`src/rtl/tetris_pkg.sv`:
```
// tetris_pkg: command encodings, keyboard scancodes and speed-level thresholds
// shared by the move arbiter and its key decoder.
package tetris_pkg;

    localparam logic [2:0] OP_DROP   = 3'd0;
    localparam logic [2:0] OP_LEFT   = 3'd1;
    localparam logic [2:0] OP_RIGHT  = 3'd2;
    localparam logic [2:0] OP_ROTATE = 3'd3;
    localparam logic [2:0] OP_SOFT   = 3'd4;

    localparam logic [7:0] SC_LEFT   = 8'h6B;
    localparam logic [7:0] SC_RIGHT  = 8'h74;
    localparam logic [7:0] SC_ROTATE = 8'h75;
    localparam logic [7:0] SC_SOFT   = 8'h72;

    localparam logic [31:0] LVL1_SCORE = 32'd3;
    localparam logic [31:0] LVL2_SCORE = 32'd5;

    function automatic logic [1:0] level_of(input logic [31:0] score);
        return score < LVL1_SCORE ? 2'd0 : score < LVL2_SCORE ? 2'd1 : 2'd2;
    endfunction

endpackage

```
`src/rtl/key_decoder.sv`:
```
// key_decoder: synchronizes the keyboard strobe, detects its rising edge,
// decodes the scancode and enforces the post-key lockout window.
module key_decoder
    import tetris_pkg::*;
#(
    parameter int unsigned KEY_GAP = 4000000
) (
    input  logic       iVGA_CLK,
    input  logic       rst,
    input  logic       press,
    input  logic [7:0] ps2_out,
    output logic       key_hit,
    output logic [2:0] key_op
);

    localparam int LW = $clog2(KEY_GAP + 1);

    logic          s1, s2, s3;
    logic          known;
    logic [LW-1:0] lock;

    assign known   = ps2_out == SC_LEFT || ps2_out == SC_RIGHT ||
                     ps2_out == SC_ROTATE || ps2_out == SC_SOFT;
    assign key_op  = ps2_out == SC_LEFT   ? OP_LEFT   :
                     ps2_out == SC_RIGHT  ? OP_RIGHT  :
                     ps2_out == SC_ROTATE ? OP_ROTATE : OP_SOFT;
    // Unknown codes never reach key_hit, so they cannot start a lockout.
    assign key_hit = s2 && !s3 && known && lock == '0;

    always_ff @(posedge iVGA_CLK or posedge rst) begin
        if (rst) begin
            s1   <= 1'b0;
            s2   <= 1'b0;
            s3   <= 1'b0;
            lock <= '0;
        end else begin
            s1   <= press;
            s2   <= s1;
            s3   <= s2;
            lock <= key_hit ? LW'(KEY_GAP - 1) : lock != '0 ? lock - LW'(1) : lock;
        end
    end

endmodule

```
`src/rtl/move_arbiter.sv`:
```
// move_arbiter: merges gravity drops and keyboard moves into a single
// valid/ready command stream with one command in flight at a time.
module move_arbiter
    import tetris_pkg::*;
#(
    parameter int unsigned DIV_L0  = 11000000,
    parameter int unsigned DIV_L1  = 8000000,
    parameter int unsigned DIV_L2  = 6000000,
    parameter int unsigned KEY_GAP = 4000000
) (
    input  logic        iVGA_CLK,
    input  logic        rst,
    input  logic [31:0] current_score,
    input  logic        press,
    input  logic [7:0]  ps2_out,
    input  logic        move_reset,
    output logic        cmd_valid,
    output logic [2:0]  cmd_op,
    input  logic        cmd_ready,
    output logic [1:0]  level
);

    localparam logic [0:0] IDLE  = 1'b0;
    localparam logic [0:0] ISSUE = 1'b1;

    logic [0:0]  state;
    logic [31:0] grav_cnt, div;
    logic        expire, served, key_hit, key_new;
    logic        drop_pend, key_pend, is_key;
    logic [2:0]  dec_op, key_op;

    key_decoder #(.KEY_GAP(KEY_GAP)) u_key (
        .iVGA_CLK(iVGA_CLK),
        .rst     (rst),
        .press   (press),
        .ps2_out (ps2_out),
        .key_hit (key_hit),
        .key_op  (dec_op)
    );

    assign div     = level == 2'd0 ? DIV_L0 : level == 2'd1 ? DIV_L1 : DIV_L2;
    assign expire  = grav_cnt >= div - 32'd1;
    assign served  = state == ISSUE && cmd_ready && !move_reset;
    // A repeat of the key command currently on offer is dropped, not queued.
    assign key_new = key_hit && !(state == ISSUE && is_key && cmd_op == dec_op);

    always_ff @(posedge iVGA_CLK or posedge rst) begin
        if (rst) begin
            level     <= 2'd0;
            grav_cnt  <= 32'd0;
            drop_pend <= 1'b0;
            key_pend  <= 1'b0;
            key_op    <= OP_DROP;
        end else begin
            level  <= level_of(current_score);
            key_op <= key_new ? dec_op : key_op;
            if (move_reset) begin
                grav_cnt  <= 32'd0;
                drop_pend <= 1'b0;
                key_pend  <= 1'b0;
            end else begin
                grav_cnt  <= expire ? 32'd0 : grav_cnt + 32'd1;
                drop_pend <= expire || (drop_pend && !(served && !is_key));
                key_pend  <= key_new || (key_pend && !(served && is_key));
            end
        end
    end

    always_ff @(posedge iVGA_CLK or posedge rst) begin
        if (rst) begin
            state     <= IDLE;
            cmd_valid <= 1'b0;
            cmd_op    <= OP_DROP;
            is_key    <= 1'b0;
        end else if (move_reset) begin
            state     <= IDLE;
            cmd_valid <= 1'b0;
        end else if (state == IDLE && (key_pend || drop_pend)) begin
            state     <= ISSUE;
            cmd_valid <= 1'b1;
            cmd_op    <= key_pend ? key_op : OP_DROP;
            is_key    <= key_pend;
        end else if (served) begin
            state     <= IDLE;
            cmd_valid <= 1'b0;
        end
    end

endmodule

```
`config.mk`:
```
export PLATFORM = sky130hd
export DESIGN_NAME = move_arbiter
export DESIGN_NICKNAME = d
export VERILOG_FILES = /design/src/rtl/tetris_pkg.sv /design/src/rtl/key_decoder.sv /design/src/rtl/move_arbiter.sv
export SDC_FILE = /design/constraint.sdc
export NUM_CORES = 1
export LEC_CHECK = 0
export BUFFER_PORTS_ARGS = -buffer_cell sky130_fd_sc_hd__buf_2
export CAP_MARGIN = 20
export CORE_AREA = 2 2 83 85
export DETAILED_ROUTE_END_ITERATION = 8
export DIE_AREA = 0 0 85 87
export GPL_ROUTABILITY_DRIVEN = 0
export HOLD_SLACK_MARGIN = 0.12
export MAX_ROUTING_LAYER = met4
export PLACE_DENSITY = 0.77
export SLEW_MARGIN = 40
export SYNTH_ARGS = -nofsm -noshare
export SYNTH_HDL_FRONTEND = slang
export SYNTH_SLANG_ARGS = --single-unit
```
`constraint.sdc`:
```
create_clock -name iVGA_CLK -period 3.24 [get_ports iVGA_CLK]
set_input_delay 0.162 -clock iVGA_CLK [delete_from_list [all_inputs] [get_ports iVGA_CLK]]
set_output_delay 0.162 -clock iVGA_CLK [all_outputs]
set_load 0.02 [all_outputs]
```
==> flow_summary.toml <==
[die]
ioPinCount = 51
dieArea_um2 = 7400
die_width_um = 85
start_util_pct = 54.4
std_cell_rows = 30
coreArea_um2 = 6570
die_h_um = 87

[synth]
synthTopCellsByArea = "dfrtp_1 48%, ha_1 6.6%, nor2_1 5.8%, xor2_1 4.4%, xnor2_1 3.4%"
synth_edf_count = 0
synth_warnings = 0
ys.flop_type = "dfrtp_1"
syn-instance-count = 359
async_reset_ff_share_pct = 100
yosysMostFrequentCell = "dfrtp_1"
synth_top_area_cell = "dfrtp_1"
netlist_area_um2 = 3580
synth_seq_cells = 69
synth_top_area_share_pct = 48.3
synth_common_cells = "69 x dfrtp_1, 55 x nor2_1, 24 x nand2_1"
yosysSeqAreaShare_pct = 48.3
avgSynthCellArea_um2 = 9.96
synthDistinctLibCells = 47

[placed_design]
post-dp-hpwl_um = 5040
dp_cells = 494
io_buffers = 50

[critical_path]
reg2reg_from = "u_key.lock[0]"
critical_path.max_stage_delay_ps = 490
crit_buf_inv = 1
rrSetupSlack_ps = 420
required_ps = 3460
cp-start-kind = "register"
rr_worst_depth = 7
cp_cell_sequence = "inv_1 -> ha_1 -> or4b_4 -> or2_2 -> or3_4 -> a211oi_2 -> mux2_2"
endpoint_kind = "register"
worstSetupPathType = "reg -> reg"
cp-startpoint = "u_key.lock[0]"
cp_top_family = "simple AND/OR/NAND/NOR gates"
cp.arrival_ps = 3040
worstReg2RegEnd = "key_op[1]"
cp_slowest_cell = "or4b_4"
cp_max_fo = 6
cp.depth = 7
crit_end = "key_op[1]"

[global_routing]
met3_usage_pct = 4.08
track_usage_pct = 21.1
overflow = 0
grt_use_met1_pct = 26.4
grt.busiest_layer = "met2"
grt_max_degree = 41
antenna_found_initial = 0
grt_use_met2_pct = 33.7
first_global_vias = 2789
grt_pass1_wl_um = 12200

[timing]
worstMarginPinSlew_ps = 751
fin_crit_ps = 2820
fmax_mhz = 355
setup_tns_ps = 0
hold_violations = 0
fin_skew_ps = 9.73
slew-limit-headroom_pct = 49.6
fin_crit_sh_pct = 87.0
final-max-slew-violation-count = 0
rsz0062_at_grt = "no"
setup_violations = 0

[clock_network]
clk-insertion-delay-late_ps = 340
path_clk_slew_ps = 70
cts-htree-levels = 3
cts_tree = "built"
cts_resized = 0
cts_root_buf = "clkbuf_8"
cts_made_buffers = 9
cts_num_sinks = 69
cts_setup_buffers = 0
cts.path.max_buffers = 2

[route]
drc = 0
wirelength_um = 6750
ant_nets = 0
wl_per_cell_um = 13.0
initialDrtViolationCount = 137
vias_per_cell = 5.53
first_pass_iters = 4
vias = 2862

[power]
p_clk_share_pct = 43.6
p_per_area_nw_per_um2 = 395
leakage_uw = 0.00184
p_seq_share_pct = 52.0
switchingPower_uw = 357
pwr-share-comb_pct = 4.4
internal_power_uw = 1320
switching_share_pct = 21.3
ir_drop_uv = 536

[worst_hold_path]
holdCritPathClass = "in -> reg"
min_from = "current_score[3]"

[final_layout]
area_growth_pct = 18.8
drive_gt1_share_pct = 19.2
num-fill-cells = 521
nNetsFinal = 497
final_core_util_pct = 64.7
n_antenna_cell = 0
layout.cells.non_filler = 518

[outcome]
status = "finished, final reports clean"

[job]
drv_cap = 0
-- registers in the layout (all words and copies together) (netlist names) --
name / cells
cmd_op: 3
state: 1
u_key.s2: 1
u_key.s3: 1
key_pend: 1
drop_pend: 1
key_op: 3
u_key.lock: 22
level: 2
is_key: 1
grav_cnt: 32
u_key.s1: 1
-- placed cells by master, fill, tap and decap left out, types with 3 or more instances in the layout --
| cell | netlist | final |
|---|---|---|
| dfrtp_1 | 69 | 69 |
| nor2_1 | 55 | 55 |
| buf_2 | 0 | 50 |
| nand2_1 | 24 | 24 |
| nor3_1 | 19 | 19 |
| ha_1 | 19 | 19 |
| xor2_1 | 18 | 18 |
| a21oi_1 | 14 | 14 |
| xnor2_1 | 14 | 14 |
| o21ai_0 | 12 | 12 |
| clkbuf_8 | 0 | 12 |
| nor4_1 | 11 | 11 |
| nand3_1 | 10 | 10 |
| nand4_1 | 9 | 9 |
| inv_1 | 10 | 9 |
| conb_1 | 2 | 9 |
| dlygate4sd3_1 | 0 | 8 |
| a211oi_1 | 6 | 6 |
| nor2b_1 | 5 | 5 |
| o31ai_1 | 5 | 5 |
| or3_1 | 4 | 4 |
| and4_1 | 4 | 4 |
| mux2_2 | 4 | 4 |
| and3_1 | 4 | 4 |
| nand2b_1 | 3 | 3 |
| mux2i_1 | 3 | 3 |
| a22o_1 | 3 | 3 |
| buf_4 | 0 | 3 |
-- worst min-delay path: stages --
cell and delay (ps):
buf_2 80, nor4_1 30, nand4_1 90, nor3_1 60
-- worst min-delay path by stage --
| stage | cells past startpoint | slack (ps) | endpoint |
|---|---|---|---|
| after floorplan | 0 | 190 | u_key.s1 |
| after global placement | 1 | 280 | u_key.s1 |
| after detailed placement | 1 | 280 | u_key.s1 |
| after CTS | 4 | 120 | level[0] |
| after global routing | 4 | 130 | level[0] |
| final | 4 | 130 | level[0] |
-- power by group through the flow --
| stage | combinational, µW | sequential, µW | clock, µW |
|---|---|---|---|
| 2_1_floorplan | 26.7 | 890 | 0 |
| 3_3_place_gp | 65.3 | 889 | 0 |
| 3_5_place_dp | 67.0 | 890 | 0 |
| 4_1_cts | 75.3 | 873 | 747 |
| 5_1_grt | 85.1 | 874 | 783 |
| 6_report | 73.9 | 873 | 732 |
-- through the flow --
stage / setup slack [ps] / hold slack (ps) / cell area, µm² / total power (µW)
4_1_cts: 411 / 122 / 4250 / 1700
2_1_floorplan: 617 / 193 / 3600 / 917
6_report: 422 / 128 / 4250 / 1680
3_5_place_dp: 434 / 276 / 3960 / 957
3_3_place_gp: 535 / 281 / 3960 / 955
5_1_grt: 267 / 130 / 4250 / 1740
-- cell families (layout without fill, tap and decap cells) --
kind of cell    after synthesis  after routing  share of synthesized area, %
compound gates               49             49                          8.92
xor+xnor                     32             32                          7.84
fa+ha+maj                    19             19                          6.65
buf+inv                      15             87                          1.57
flops                        69             69                          48.3
mux                           7              7                          2.10
other cells                   2              9                         0.210
simple gates                166            166                          24.4
-- what timing repair did --
| action | CTS | global route |
|---|---|---|
| hold endpoints to repair | 43 | 0 |
| hold buffers | 8 | 0 |
| setup endpoints to repair | 0 | 0 |
-- layout make-up --
cell class                 instances  area (µm²)  share of cell area (%)
clock inverter                     3        42.5                    1.00
inverter                          10        38.8                   0.913
timing repair buffer              61         353                    8.30
clock buffer                      13         169                    3.98
sequential                        69        1730                    40.6
multi-input combinational        282        1820                    42.8
tap                               80         100                    2.36
-- layer usage --
metal  routed length, µm  vias to the layer above
li1                    -                     1429
met1                3130                     1348
met2                3220                       77
met3                 322                        8
met4                  78                        0
met5                   0                        -
No activity file was read; power rests on OpenSTA's default activity.
